--- src/rtl/cpu_bus_fabric_pkg.sv ---
// cpu_bus_fabric_pkg: shared FSM states, error read value and sizing helper for the CPU bus fabric.
// Contents: state_t (IDLE/ACTIVE/DONE), ERR_RDATA (all-ones, sliced to DW by users), clog2().
package cpu_bus_fabric_pkg;

    typedef enum logic [1:0] {IDLE, ACTIVE, DONE} state_t;

    localparam logic [63:0] ERR_RDATA = '1;

    function automatic int clog2(input int v);
        int r;
        r = 0;
        while ((1 << r) < v) r++;
        return r;
    endfunction

endpackage

--- src/rtl/cpu_bus_fabric_if.sv ---
// cpu_bus_fabric_if: CPU master request/response plus slave fan-out bundle.
// master modport: the CPU and the slave devices around the fabric (drive cpu_* requests, slv_rdata/slv_ack).
// slave  modport: the fabric itself (drives cpu_rdata/ack/err, busy and the registered slv_* outputs).
interface cpu_bus_fabric_if #(
    parameter int AW   = 32,
    parameter int DW   = 16,
    parameter int NSLV = 4
);
    logic               cpu_cyc;
    logic               cpu_write;
    logic [DW/8-1:0]    cpu_be;
    logic [AW-1:0]      cpu_addr;
    logic [DW-1:0]      cpu_wdata;
    logic [DW-1:0]      cpu_rdata;
    logic               cpu_ack;
    logic               cpu_err;
    logic               busy;
    logic [NSLV-1:0]    slv_sel;
    logic               slv_write;
    logic [DW/8-1:0]    slv_be;
    logic [AW-1:0]      slv_addr;
    logic [DW-1:0]      slv_wdata;
    logic [NSLV*DW-1:0] slv_rdata;
    logic [NSLV-1:0]    slv_ack;

    modport master (
        output cpu_cyc, cpu_write, cpu_be, cpu_addr, cpu_wdata, slv_rdata, slv_ack,
        input  cpu_rdata, cpu_ack, cpu_err, busy, slv_sel, slv_write, slv_be, slv_addr, slv_wdata
    );

    modport slave (
        input  cpu_cyc, cpu_write, cpu_be, cpu_addr, cpu_wdata, slv_rdata, slv_ack,
        output cpu_rdata, cpu_ack, cpu_err, busy, slv_sel, slv_write, slv_be, slv_addr, slv_wdata
    );

endinterface

--- src/rtl/cpu_bus_fabric_addr_match.sv ---
// cpu_bus_fabric_addr_match: combinational base/mask decoder with lowest-index priority.
// Ports: addr (in, AW) byte address; hit (out) any slave matched; sel (out, NSLV) one-hot winner.
module cpu_bus_fabric_addr_match #(
    parameter int                 AW       = 32,
    parameter int                 NSLV     = 4,
    parameter logic [NSLV*AW-1:0] SLV_BASE = '0,
    parameter logic [NSLV*AW-1:0] SLV_MASK = '0
) (
    input  logic [AW-1:0]   addr,
    output logic            hit,
    output logic [NSLV-1:0] sel
);

    logic [NSLV-1:0] m;

    for (genvar i = 0; i < NSLV; i++) begin : g_cmp
        assign m[i] = (addr & SLV_MASK[i*AW +: AW]) == SLV_BASE[i*AW +: AW];
    end

    // Isolate the lowest set bit so overlapping ranges resolve to the lowest index.
    assign sel = m & (~m + 1'b1);
    assign hit = |m;

endmodule

--- src/rtl/cpu_bus_fabric.sv ---
// cpu_bus_fabric: one CPU master to NSLV memory-mapped slaves with decode, wait-state handshake and error response.
// Ports: clk, rst_n (async active-low); bus (slave modport): cpu_* request/response, busy,
//        registered slv_sel/slv_write/slv_be/slv_addr/slv_wdata, slave slv_rdata/slv_ack inputs.
module cpu_bus_fabric
    import cpu_bus_fabric_pkg::*;
#(
    parameter int                 AW       = 32,
    parameter int                 DW       = 16,
    parameter int                 NSLV     = 4,
    parameter logic [NSLV*AW-1:0] SLV_BASE = '0,
    parameter logic [NSLV*AW-1:0] SLV_MASK = '0,
    parameter int                 TIMEOUT  = 255
) (
    input logic             clk,
    input logic             rst_n,
    cpu_bus_fabric_if.slave bus
);

    localparam int            TW     = clog2(TIMEOUT + 1) < 1 ? 1 : clog2(TIMEOUT + 1);
    localparam logic [TW-1:0] T_LAST = TW'(TIMEOUT == 0 ? 0 : TIMEOUT - 1);

    state_t          state, state_nxt;
    logic [TW-1:0]   timer;
    logic            hit, sel_ack, expire, err_q;
    logic [NSLV-1:0] hit_sel;
    logic [DW-1:0]   sel_rdata;

    cpu_bus_fabric_addr_match #(
        .AW      (AW),
        .NSLV    (NSLV),
        .SLV_BASE(SLV_BASE),
        .SLV_MASK(SLV_MASK)
    ) u_match (
        .addr(bus.cpu_addr),
        .hit (hit),
        .sel (hit_sel)
    );

    // Only the selected slave's ack counts; strays from other slaves are masked out.
    assign sel_ack = |(bus.slv_ack & bus.slv_sel);
    assign expire  = TIMEOUT != 0 && timer == T_LAST;
    assign bus.busy = state != IDLE;

    always_comb begin
        sel_rdata = '0;
        for (int i = 0; i < NSLV; i++)
            sel_rdata |= bus.slv_sel[i] ? bus.slv_rdata[i*DW +: DW] : '0;
    end

    always_comb begin
        state_nxt = state;
        case (state)
            IDLE:    state_nxt = bus.cpu_cyc ? (hit ? ACTIVE : DONE) : IDLE;
            ACTIVE:  state_nxt = (sel_ack || expire) ? DONE : ACTIVE;
            default: state_nxt = IDLE;
        endcase
    end

    always_ff @(posedge clk or negedge rst_n)
        if (!rst_n) state <= IDLE;
        else        state <= state_nxt;

    always_ff @(posedge clk or negedge rst_n) begin
        if (!rst_n) begin
            timer         <= '0;
            err_q         <= 1'b0;
            bus.cpu_ack   <= 1'b0;
            bus.cpu_err   <= 1'b0;
            bus.cpu_rdata <= '0;
            bus.slv_sel   <= '0;
            bus.slv_write <= 1'b0;
            bus.slv_be    <= '0;
            bus.slv_addr  <= '0;
            bus.slv_wdata <= '0;
        end else begin
            // The response is presented one edge after DONE so ack/err/rdata appear together.
            bus.cpu_ack <= state == DONE;
            bus.cpu_err <= state == DONE && err_q;
            if (state == IDLE && bus.cpu_cyc) begin
                bus.slv_write <= bus.cpu_write;
                bus.slv_be    <= bus.cpu_be;
                bus.slv_addr  <= bus.cpu_addr;
                bus.slv_wdata <= bus.cpu_wdata;
                bus.slv_sel   <= hit_sel;
                timer         <= '0;
                err_q         <= !hit;
                if (!hit) bus.cpu_rdata <= ERR_RDATA[DW-1:0];
            end
            if (state == ACTIVE) begin
                timer <= &timer ? timer : timer + 1'b1;
                if (sel_ack || expire) begin
                    // Ack beats a coinciding timeout.
                    bus.slv_sel   <= '0;
                    err_q         <= !sel_ack;
                    bus.cpu_rdata <= !sel_ack ? ERR_RDATA[DW-1:0] : (bus.slv_write ? '0 : sel_rdata);
                end
            end
        end
    end

endmodule

--- src/flat_wrapper.sv ---
// flat-port wrapper written by rule: the top's interface ports become plain ports
module cpu_bus_fabric_flat import cpu_bus_fabric_pkg::*;
#(
    parameter int                 AW       = 32,
    parameter int                 DW       = 16,
    parameter int                 NSLV     = 4,
    parameter logic [NSLV*AW-1:0] SLV_BASE = '0,
    parameter logic [NSLV*AW-1:0] SLV_MASK = '0,
    parameter int                 TIMEOUT  = 255
)
  (clk, rst_n, bus_cpu_cyc, bus_cpu_write, bus_cpu_be, bus_cpu_addr, bus_cpu_wdata, bus_slv_rdata, bus_slv_ack, bus_cpu_rdata, bus_cpu_ack, bus_cpu_err, bus_busy, bus_slv_sel, bus_slv_write, bus_slv_be, bus_slv_addr, bus_slv_wdata);
  cpu_bus_fabric_if #(.AW(AW), .DW(DW), .NSLV(NSLV)) bus_i ();
  input logic clk;
  input logic rst_n;
  input wire logic [$bits(bus_i.cpu_cyc)-1:0] bus_cpu_cyc;
  input wire logic [$bits(bus_i.cpu_write)-1:0] bus_cpu_write;
  input wire logic [$bits(bus_i.cpu_be)-1:0] bus_cpu_be;
  input wire logic [$bits(bus_i.cpu_addr)-1:0] bus_cpu_addr;
  input wire logic [$bits(bus_i.cpu_wdata)-1:0] bus_cpu_wdata;
  input wire logic [$bits(bus_i.slv_rdata)-1:0] bus_slv_rdata;
  input wire logic [$bits(bus_i.slv_ack)-1:0] bus_slv_ack;
  output wire logic [$bits(bus_i.cpu_rdata)-1:0] bus_cpu_rdata;
  output wire logic [$bits(bus_i.cpu_ack)-1:0] bus_cpu_ack;
  output wire logic [$bits(bus_i.cpu_err)-1:0] bus_cpu_err;
  output wire logic [$bits(bus_i.busy)-1:0] bus_busy;
  output wire logic [$bits(bus_i.slv_sel)-1:0] bus_slv_sel;
  output wire logic [$bits(bus_i.slv_write)-1:0] bus_slv_write;
  output wire logic [$bits(bus_i.slv_be)-1:0] bus_slv_be;
  output wire logic [$bits(bus_i.slv_addr)-1:0] bus_slv_addr;
  output wire logic [$bits(bus_i.slv_wdata)-1:0] bus_slv_wdata;
  assign bus_i.cpu_cyc = bus_cpu_cyc;
  assign bus_i.cpu_write = bus_cpu_write;
  assign bus_i.cpu_be = bus_cpu_be;
  assign bus_i.cpu_addr = bus_cpu_addr;
  assign bus_i.cpu_wdata = bus_cpu_wdata;
  assign bus_i.slv_rdata = bus_slv_rdata;
  assign bus_i.slv_ack = bus_slv_ack;
  assign bus_cpu_rdata = bus_i.cpu_rdata;
  assign bus_cpu_ack = bus_i.cpu_ack;
  assign bus_cpu_err = bus_i.cpu_err;
  assign bus_busy = bus_i.busy;
  assign bus_slv_sel = bus_i.slv_sel;
  assign bus_slv_write = bus_i.slv_write;
  assign bus_slv_be = bus_i.slv_be;
  assign bus_slv_addr = bus_i.slv_addr;
  assign bus_slv_wdata = bus_i.slv_wdata;
  cpu_bus_fabric #(.AW(AW), .DW(DW), .NSLV(NSLV), .SLV_BASE(SLV_BASE), .SLV_MASK(SLV_MASK), .TIMEOUT(TIMEOUT)) u_core (.clk(clk), .rst_n(rst_n), .bus(bus_i));
endmodule
--- config.mk ---
export PLATFORM = sky130hd
export DESIGN_NAME = cpu_bus_fabric_flat
export DESIGN_NICKNAME = d
export VERILOG_FILES = /design/src/rtl/cpu_bus_fabric_pkg.sv /design/src/rtl/cpu_bus_fabric_if.sv /design/src/rtl/cpu_bus_fabric_addr_match.sv /design/src/rtl/cpu_bus_fabric.sv /design/src/flat_wrapper.sv
export SDC_FILE = /design/constraint.sdc
export NUM_CORES = 1
export LEC_CHECK = 0
export BUFFER_PORTS_ARGS = -buffer_cell sky130_fd_sc_hd__clkbuf_2
export CAP_MARGIN = 5
export CORE_MARGIN = 2
export CORE_UTILIZATION = 50
export CTS_BUF_LIST = sky130_fd_sc_hd__clkbuf_8
export CTS_CLUSTER_SIZE = 25
export DETAILED_ROUTE_END_ITERATION = 8
export HOLD_SLACK_MARGIN = 0.1
export PLACE_DENSITY = 0.87
export SKIP_CTS_REPAIR_TIMING = 1
export SLEW_MARGIN = 40
export SYNTH_ARGS = -nofsm -noshare
export SYNTH_HDL_FRONTEND = slang
export SYNTH_HIERARCHICAL = 1
export SYNTH_SLANG_ARGS = --single-unit
--- constraint.sdc ---
create_clock -name clk -period 4.7 [get_ports clk]
set_input_delay 0.235 -clock clk [delete_from_list [all_inputs] [get_ports clk]]
set_output_delay 0.235 -clock clk [all_outputs]
set_load 0.05 [all_outputs]
==> results.toml, run 1 <==
[power]
power.total_mw = 4.11
power.leakage_nw = 2.87
p_per_area_mw_per_mm2 = 760
ir_drop_mv = 0.450

[floorplan]
die_area_mm2 = 0.00828
die_h_um = 91.0
fp.dieW_um = 91.0
num_rows = 31
start_util = 0.519
core_area_mm2 = 0.00729
ioPinCount = 196

[finish]
drive_gt1_frac = 0.345
layoutNonFillerInstCount = 740
area_delta_synth_final_pct = 42.9
finish.net_count = 760
post-route-util = 0.742

[sta]
worst-slew-pin-transition_ns = 0.740
setup_tns_ns = 0
setup_viol = 0
relSlewSlack = 0.506
min_period_over_period = 0.440
hold_viol_final = 0
fin_skew_ns = 0.00300
slew_violations = 0
max_freq_ghz = 0.483
min_period_ns = 2.07
rsz0062_at_grt = "no"

[logic_synthesis]
synthTopCellsByArea = "dfrtp_1 56%, nand2_1 17%, a22oi_1 6.3%"
netlist.area_leader.share = 0.555
synth_top_cell_by_area = "dfrtp_1"
synth_area_mm2 = 0.00378
ys_ff_latch = 84
synth_cell_type_count = 41
synthCells = 414
syn_avg_cell_area_um2 = 9.14
ys_warn_count = 6
synth-seq-area-share = 0.555

[cts]
cts-root-buf = "clkbuf_8"
htreeDepth = 3
clkLatencyLatePin_ns = 0.34
clk_pin_slew_ns = 0.08
tritoncts = "yes"
cts.sinks = 84
cts_max_path_buffers = 2
cts_buffers = 9

[critical_path]
reg2reg_to = "u_core/timer[7]"
cp.arrival_ns = 2.33
r2r-start = "u_core/timer[0]"
worstRegToRegCells = 5
crit_type = "flip-flop to flip-flop"
end_kind = "flip-flop"
cp.required_ns = 4.96
startpoint_type = "flip-flop"
r2r_setup_slack_ns = 2.63
crit_fanout = 9

[hold_path]
worstHoldStart = "bus_cpu_wdata[6]"
holdPathEnd = "u_core/bus.slv_wdata[6]"
min_delay_path_depth = 3
hp-class = "primary input to flip-flop"

[drt]
drtAntennaViolNets = 0
post_drt_wl_per_cell_um = 15.1
dr.pass1.iters = 6
drc_errors = 0
vias_per_cell = 5.27
num_vias = 3900
drt-initial-drc-count = 282
wl_um = 11200

[place]
gp_congestion = 0.834
numPortBuffers = 195
dp.cells = 680
hpwlAfterDp_um = 7020

[global_routing]
track_usage = 0.241
grt_first_pass_wirelength_um = 16400
antenna_found_initial = 0
grt_max_degree = 85
grt_pass1_vias = 3583
grt-ovfl-total = 0

[status]
outcome = "finished clean"

[run]
drv_cap = 0
[worst max-delay path: stages (launching register included)]
cell and delay (ns):
dfrtp_1 0.43, ha_1 0.27, and3_4 0.20, a311o_4 0.45, or4_1 0.49, a21oi_1 0.15
[flip-flops by register name (all words and copies together), names as in the netlist]
signal                cells
u_core/bus.slv_be         2
u_core/bus.slv_wdata     16
u_core/state              2
u_core/bus.cpu_ack        1
u_core/err_q              1
u_core/timer              8
u_core/bus.slv_write      1
u_core/bus.slv_addr      32
u_core/bus.cpu_rdata     16
u_core/bus.slv_sel        4
u_core/bus.cpu_err        1
[cell usage after synthesis (all sizes together)]
cell and number:
buf 15, and4 1, nand4 1, or2 2, nand2 171, o31ai 3, nor2b 1, a2111oi 1
dfrtp 84, ha 2, and3 2, nor2 4, or4 3, a21o 1, o32a 13, conb 2
or3b 1, nand2b 2, xor2 1, a21oi 27, and2b 1, inv 3, a22oi 34, o21a 1
a311o 1, and2 2, o21ai 7, nor3 1, nand3 8, o32ai 1, xnor2 1, clkbuf 17
[routing by layer]
metal | vias to the layer above | track usage | share of wire
li1 | 1837 | - | -
met5 | - | 0 | 0
met3 | 28 | 0.0548 | 0.067
met2 | 192 | 0.409 | 0.51
met4 | 0 | 0.0871 | 0.021
met1 | 1843 | 0.304 | 0.40
[area by class of cell]
type,count,area [um2]
antenna,1,2.50
clock buffer,11,151
clock inverter,4,48.8
fill,536,1880
inverter,3,11.3
multi-input combinational,298,1540
sequential,84,2100
tap,99,124
timing repair buffer,240,1430
[cell usage in the layout (no fill, tap or decap), types with 2 or more instances in the layout]
cell type and n:
clkbuf_2 194, nand2_1 171, dfrtp_1 84, dlygate4sd3_1 44, a22oi_1 32, a21oi_1 27
o32a_1 13, clkbuf_8 12, nand3_1 8, conb_1 5, o21ai_1 4, inv_1 3
o31ai_1 3, or4_1 3, o21ai_0 3, clkinv_2 2, a22oi_2 2, nand2b_1 2
nor2_1 2, ha_1 2
[cell families after synthesis]
logic type | count (synthesis) | synth area share
adder cells (fa/ha/maj) | 2 | 0.00661
buffers and inverters | 35 | 0.0440
flip-flops | 84 | 0.555
XOR/XNOR | 2 | 0.00463
other | 2 | 0.00198
AND/OR/NAND/NOR | 200 | 0.218
AO/OA/AOI/OAI | 89 | 0.169
[power by group]
group	leakage (nW)	switching [mW]	total (mW)	internal [mW]
logic	1.75	1.68	2.24	0.564
registers	1.02	0.307	1.35	1.04
clock network	0.105	0.246	0.517	0.271
total	2.87	2.23	4.11	1.87
[worst max path at each step]
stage | from | endpoint | slack (ns) | cells past startpoint
final | u_core/timer[0] | u_core/timer[7] | 2.63 | 5
after global routing | u_core/bus.slv_sel[2] | u_core/bus.cpu_rdata[11] | 2.46 | 4
after CTS | u_core/timer[0] | u_core/timer[7] | 2.66 | 5
after detailed placement | u_core/bus.slv_sel[2] | u_core/bus.cpu_rdata[13] | 2.67 | 4
after global placement | u_core/timer[0] | u_core/timer[5] | 2.73 | 5
after floorplan | u_core/bus.slv_sel[2] | u_core/bus.cpu_rdata[10] | 2.69 | 7
[stage by stage]
stage | hold slack (ns) | cell area, um2 | setup WS, ns
after floorplan | -0.0606 | 3800 | 2.69
after CTS | -0.0381 | 4960 | 2.66
after detailed placement | 0.338 | 4760 | 2.67
final | 0.0845 | 5410 | 2.63
after global placement | 0.423 | 4760 | 2.73
after global routing | 0.101 | 5410 | 2.46
Note: power is estimated with default switching activity, not from simulation.
==> run 2, diff against run 1 <==
--- a/config.mk
+++ b/config.mk
@@ -8,12 +8,12 @@
 export BUFFER_PORTS_ARGS = -buffer_cell sky130_fd_sc_hd__clkbuf_2
 export CAP_MARGIN = 5
 export CORE_MARGIN = 2
-export CORE_UTILIZATION = 50
+export CORE_UTILIZATION = 42
 export CTS_BUF_LIST = sky130_fd_sc_hd__clkbuf_8
 export CTS_CLUSTER_SIZE = 25
 export DETAILED_ROUTE_END_ITERATION = 8
 export HOLD_SLACK_MARGIN = 0.1
-export PLACE_DENSITY = 0.87
+export PLACE_DENSITY = 0.78
 export SKIP_CTS_REPAIR_TIMING = 1
 export SLEW_MARGIN = 40
 export SYNTH_ARGS = -nofsm -noshare
==> constraint.sdc (replaced) <==
create_clock -name clk -period 1.9 [get_ports clk]
set_input_delay 0.095 -clock clk [delete_from_list [all_inputs] [get_ports clk]]
set_output_delay 0.095 -clock clk [all_outputs]
set_load 0.05 [all_outputs]
==> results.toml, run 2 (same netlist as run 1, synthesis figures left out) <==
[sta]
min_period_ns = 1.87
slew_violations = 0
rsz0062_at_grt = "yes"
fin_skew_ns = 0.00935
setup_viol = 0
relSlewSlack = 0.519
hold_viol_final = 0
setup_slack_ns = 0.0341
worst-slew-pin-transition_ns = 0.721
max_freq_ghz = 0.536
min_period_over_period = 0.982

[place]
numPortBuffers = 195
hpwlAfterDp_um = 7440
gp_congestion = 0.798
dp.cells = 701
preCtsSetupSlack_ns = 0.00611

[drt]
drt-initial-drc-count = 287
drtAntennaViolNets = 0
post_drt_wl_per_cell_um = 14.7
dr.pass1.iters = 5
vias_per_cell = 5.15
num_vias = 3974
drc_errors = 0
wl_um = 11300

[global_routing]
grt_first_pass_wirelength_um = 16200
grt_max_degree = 61
grt_pass1_vias = 3622
grt-ovfl-total = 0
track_usage = 0.206
antenna_found_initial = 0

[critical_path]
cp.required_ns = 2.18
path_cells = "ha_2 -> and3_4 -> a311o_4 -> or4_4 -> a21oi_2"
cp_slowest_cell = "or4_4"
startpoint_type = "flip-flop"
end_kind = "flip-flop"
r2r-start = "u_core/timer[0]"
crit_type = "flip-flop to flip-flop"
cp.arrival_ns = 2.15
worst-path-buf-inv = 0
path_delay_family = "simple AND/OR/NAND/NOR gates"
crit_fanout = 8
critPathLaunch = "u_core/timer[0]"
max_stage_delay_ns = 0.49

[floorplan]
num_rows = 34
core_area_mm2 = 0.00872
die_area_mm2 = 0.00979
die_h_um = 98.9
ioPinCount = 196
start_util = 0.434
fp.dieW_um = 98.9

[cts]
cts-root-buf = "clkbuf_8"
htreeDepth = 3
cts.sinks = 84
clk_pin_slew_ns = 0.08
clkLatencyLatePin_ns = 0.35
tritoncts = "yes"
cts_buffers = 9
cts_max_path_buffers = 2

[power]
power.internal_mw = 4.88
swShare = 0.535
p_per_area_mw_per_mm2 = 1850
p_comb_frac = 0.572
pwr-share-clk = 0.131
p_switching_mw = 5.61
ir_drop_mv = 1.24
share_seq_of_total_power = 0.297
power.leakage_nw = 2.98

[status]
outcome = "finished clean"

[finish]
layoutNonFillerInstCount = 771
drive_gt1_frac = 0.370
finish.net_count = 783
largest_registers = "u_core/bus.slv_addr x32, u_core/bus.cpu_rdata x16, u_core/bus.slv_wdata x16"
regMostFlops = "u_core/bus.slv_addr"
layout_commonest_cell = "clkbuf_2"
area_delta_synth_final_pct = 49.5
post-route-util = 0.649
final_cell_mix = "194 x clkbuf_2, 171 x nand2_1, 80 x dfrtp_1"
largest_register_ffs = 32
num_antenna_cells = 0

[hold_path]
hp-class = "primary input to flip-flop"
worstHoldStart = "bus_slv_ack[1]"

[run]
drv_cap = 0
-- run 2: cell count changes in the layout (fill, tap and decap cells not counted), sizes merged --
cell / delta
clkbuf: -3
bufinv: +1
clkinvlp: +1
buf: +16
diode: -1
dlygate4sd3: +8
-- run 2: path summary, 6_finish.rpt --
path / cells after the start / to / slack (ns)
setup / recovery: 5 / u_core/timer[7] / 0.03
hold reg to reg: 2 / u_core/bus.slv_addr[12] / 0.48
min in group asynchronous: 2 / u_core/bus.slv_wdata[1] / 0.22
max in group asynchronous: 3 / u_core/bus.cpu_rdata[10] / 1.11
setup reg to reg: 5 / u_core/timer[7] / 0.03
hold / removal: 4 / u_core/state[0] / 0.15
-- run 2: final cells by class --
| class | count | area [um2] |
|---|---|---|
| well taps | 108 | 135 |
| repair buffers | 263 | 1640 |
| fillers | 634 | 3060 |
| clock inverters | 6 | 90.1 |
| clock buffers | 9 | 124 |
| flip-flops and latches | 84 | 2110 |
| inverters | 3 | 11.3 |
| multi-input cells | 298 | 1550 |
-- run 2: power groups by stage --
stage,clock (mW),sequential [mW],combinational [mW]
2_1_floorplan,0,5.65,1.82
3_3_place_gp,0,3.10,5.73
3_5_place_dp,0,3.11,5.85
4_1_cts,1.41,3.10,5.85
5_1_grt,1.47,3.22,6.36
6_report,1.38,3.11,6.00
-- run 2: per-layer routing --
layer  share of wire  wire, um  up-vias  GRT usage
li1                -         -     1884          -
met1            0.39      4370     1880      0.247
met2            0.50      5690      189      0.349
met3           0.092      1040       21     0.0525
met4           0.018       207        0     0.0896
met5               0         0        -          0
-- run 2: stage by stage --
step	setup TNS [ns]	cell area (um2)	power [mW]	hold WS, ns
floorplan	0	3820	7.47	-0.201
global placement	0	4890	8.83	0.0824
detailed placement	0	4890	8.96	0.0822
CTS	-0.00318	5100	10.4	-0.306
global route	-0.0288	5660	11.1	0.153
finish	0	5660	10.5	0.150
-- run 2: worst register-to-register path: stages, from the launching register on --
cell,delay [ns]
dfrtp_1,0.40
ha_2,0.19
and3_4,0.18
a311o_4,0.41
or4_4,0.49
a21oi_2,0.13
==> run 3, diff against run 2 <==
--- a/config.mk
+++ b/config.mk
@@ -7,11 +7,11 @@
 export LEC_CHECK = 0
 export BUFFER_PORTS_ARGS = -buffer_cell sky130_fd_sc_hd__clkbuf_2
 export CAP_MARGIN = 5
-export CORE_MARGIN = 2
 export CORE_UTILIZATION = 42
 export CTS_BUF_LIST = sky130_fd_sc_hd__clkbuf_8
 export CTS_CLUSTER_SIZE = 25
 export DETAILED_ROUTE_END_ITERATION = 8
+export GPL_TIMING_DRIVEN = 0
 export HOLD_SLACK_MARGIN = 0.1
 export PLACE_DENSITY = 0.78
 export SKIP_CTS_REPAIR_TIMING = 1
==> results.toml, run 3 (same netlist as run 1, synthesis figures left out) <==
[status]
outcome = "finished clean"

[cts]
cts_buffers = 9
cts-root-buf = "clkbuf_8"
clk_pin_slew_ns = 0.09
clkLatencyLatePin_ns = 0.36
tritoncts = "yes"
cts_max_path_buffers = 2
cts.sinks = 84
htreeDepth = 3

[finish]
largest_registers = "u_core/bus.slv_addr x32, u_core/bus.cpu_rdata x16, u_core/bus.slv_wdata x16"
area_delta_synth_final_pct = 52.1
postLayoutCellArea_mm2 = 0.00576
final_cell_mix = "198 x clkbuf_2, 171 x nand2_1, 79 x dfrtp_1"
post-route-util = 0.660
fillCellCount = 672
largest_register_ffs = 32
regMostFlops = "u_core/bus.slv_addr"
layoutNonFillerInstCount = 792
layout_commonest_cell = "clkbuf_2"
num_antenna_cells = 0
drive_gt1_frac = 0.370
finish.net_count = 803

[place]
hpwlAfterDp_um = 7890
gp_congestion = 0.802
place_area_mm2 = 0.00497
dp.cells = 721
numPortBuffers = 195

[floorplan]
start_util = 0.434
ioPinCount = 196
num_rows = 34
die_h_um = 96.9
die_area_mm2 = 0.00940
core_area_mm2 = 0.00872
fp.dieW_um = 96.9

[critical_path]
crit_type = "flip-flop to flip-flop"
worst-path-buf-inv = 0
cp_slowest_cell = "or4_4"
cp.arrival_ns = 2.16
crit_fanout = 7
startpoint_type = "flip-flop"
path_delay_family = "simple AND/OR/NAND/NOR gates"
cp.required_ns = 2.18
max_stage_delay_ns = 0.49
path_cells = "ha_4 -> and3_4 -> a311o_4 -> or4_4 -> a21oi_2"
end_kind = "flip-flop"

[sta]
setup_viol = 0
worst-slew-pin-transition_ns = 0.518
relSlewSlack = 0.655
fin_skew_ns = 0.00873
min_period_over_period = 0.986
min_period_ns = 1.87
slew_violations = 0
max_freq_ghz = 0.534
setup_tns_ns = 0
hold_viol_final = 0

[drt]
drt-initial-drc-count = 194
wl_um = 11800
drc_errors = 0
vias_per_cell = 5.08
post_drt_wl_per_cell_um = 14.9
dr.pass1.iters = 4
drtAntennaViolNets = 0
num_vias = 4023

[power]
swShare = 0.545
ir_drop_mv = 1.19
share_seq_of_total_power = 0.297
pwr-share-clk = 0.124
p_per_area_mw_per_mm2 = 1830
p_comb_frac = 0.580
p_switching_mw = 5.75
power.leakage_nw = 3.02
power.internal_mw = 4.79

[global_routing]
antenna_found_initial = 0
grt-ovfl-total = 0
grt_max_degree = 71
grt_pass1_vias = 3784
track_usage = 0.226
grt_first_pass_wirelength_um = 17300

[run]
drv_cap = 0

[hold_path]
hp-class = "primary input to async pin"
[run 3: changes by cell type in the layout (fill, tap and decap cells not counted), moves of 2 or more]
cell / delta
clkbuf_2: +4
clkbuf_1: +13
inv_6: +2
clkinv_4: -2
clkinvlp_4: +2
buf_6: +3
buf_4: -3
buf_2: +2
buf_12: -2
[run 3: layer usage]
layer / wire [um] / vias to the layer above / GRT usage
met2: 6130 / 170 / 0.388
met4: 235 / 0 / 0.0930
met3: 749 / 24 / 0.0506
met1: 4680 / 1900 / 0.273
met5: 0 / - / 0
li1: - / 1929 / -
[run 3: power groups by stage]
stage | Combinational [mW] | Sequential [mW] | Clock [mW]
finish | 6.11 | 3.13 | 1.30
global route | 6.47 | 3.24 | 1.39
CTS | 5.94 | 3.06 | 1.34
detailed placement | 5.94 | 3.08 | 0
global placement | 5.84 | 3.05 | 0
floorplan | 1.82 | 5.65 | 0
[run 3: path summary, 6_finish.rpt]
| kind | startpoint | end | slack, ns | depth (start not counted) |
|---|---|---|---|---|
| max in group asynchronous | rst_n | u_core/bus.slv_sel[1] | 1.17 | 3 |
| max reg2reg | u_core/timer[0] | u_core/timer[7] | 0.03 | 5 |
| min reg2reg | u_core/bus.slv_wdata[5] | u_core/bus.slv_wdata[5] | 0.49 | 2 |
| min | rst_n | u_core/bus.slv_addr[28] | 0.14 | 2 |
| max | u_core/timer[0] | u_core/timer[7] | 0.03 | 5 |
| min in group clk | bus_slv_rdata[54] | u_core/bus.cpu_rdata[6] | 0.17 | 4 |
[run 3: final cells by class]
class                      count  area (um2)  area share
tap                          108         135      0.0235
multi-input combinational    298        1560       0.272
timing repair buffer         254        1580       0.274
clock buffer                   9         124      0.0215
clock inverter                 7        75.1      0.0130
inverter                       3        11.3     0.00196
buffer                        29         161      0.0280
sequential                    84        2110       0.366
[run 3: through the flow]
step	power (mW)	hold WS [ns]	setup WS [ns]
after CTS	10.3	-0.447	-0.115
after global placement	8.89	0.284	-0.271
after detailed placement	9.03	-0.0465	-0.0864
after floorplan	7.47	-0.201	0.0131
after global routing	11.1	0.139	-0.0158
final	10.5	0.142	0.0272
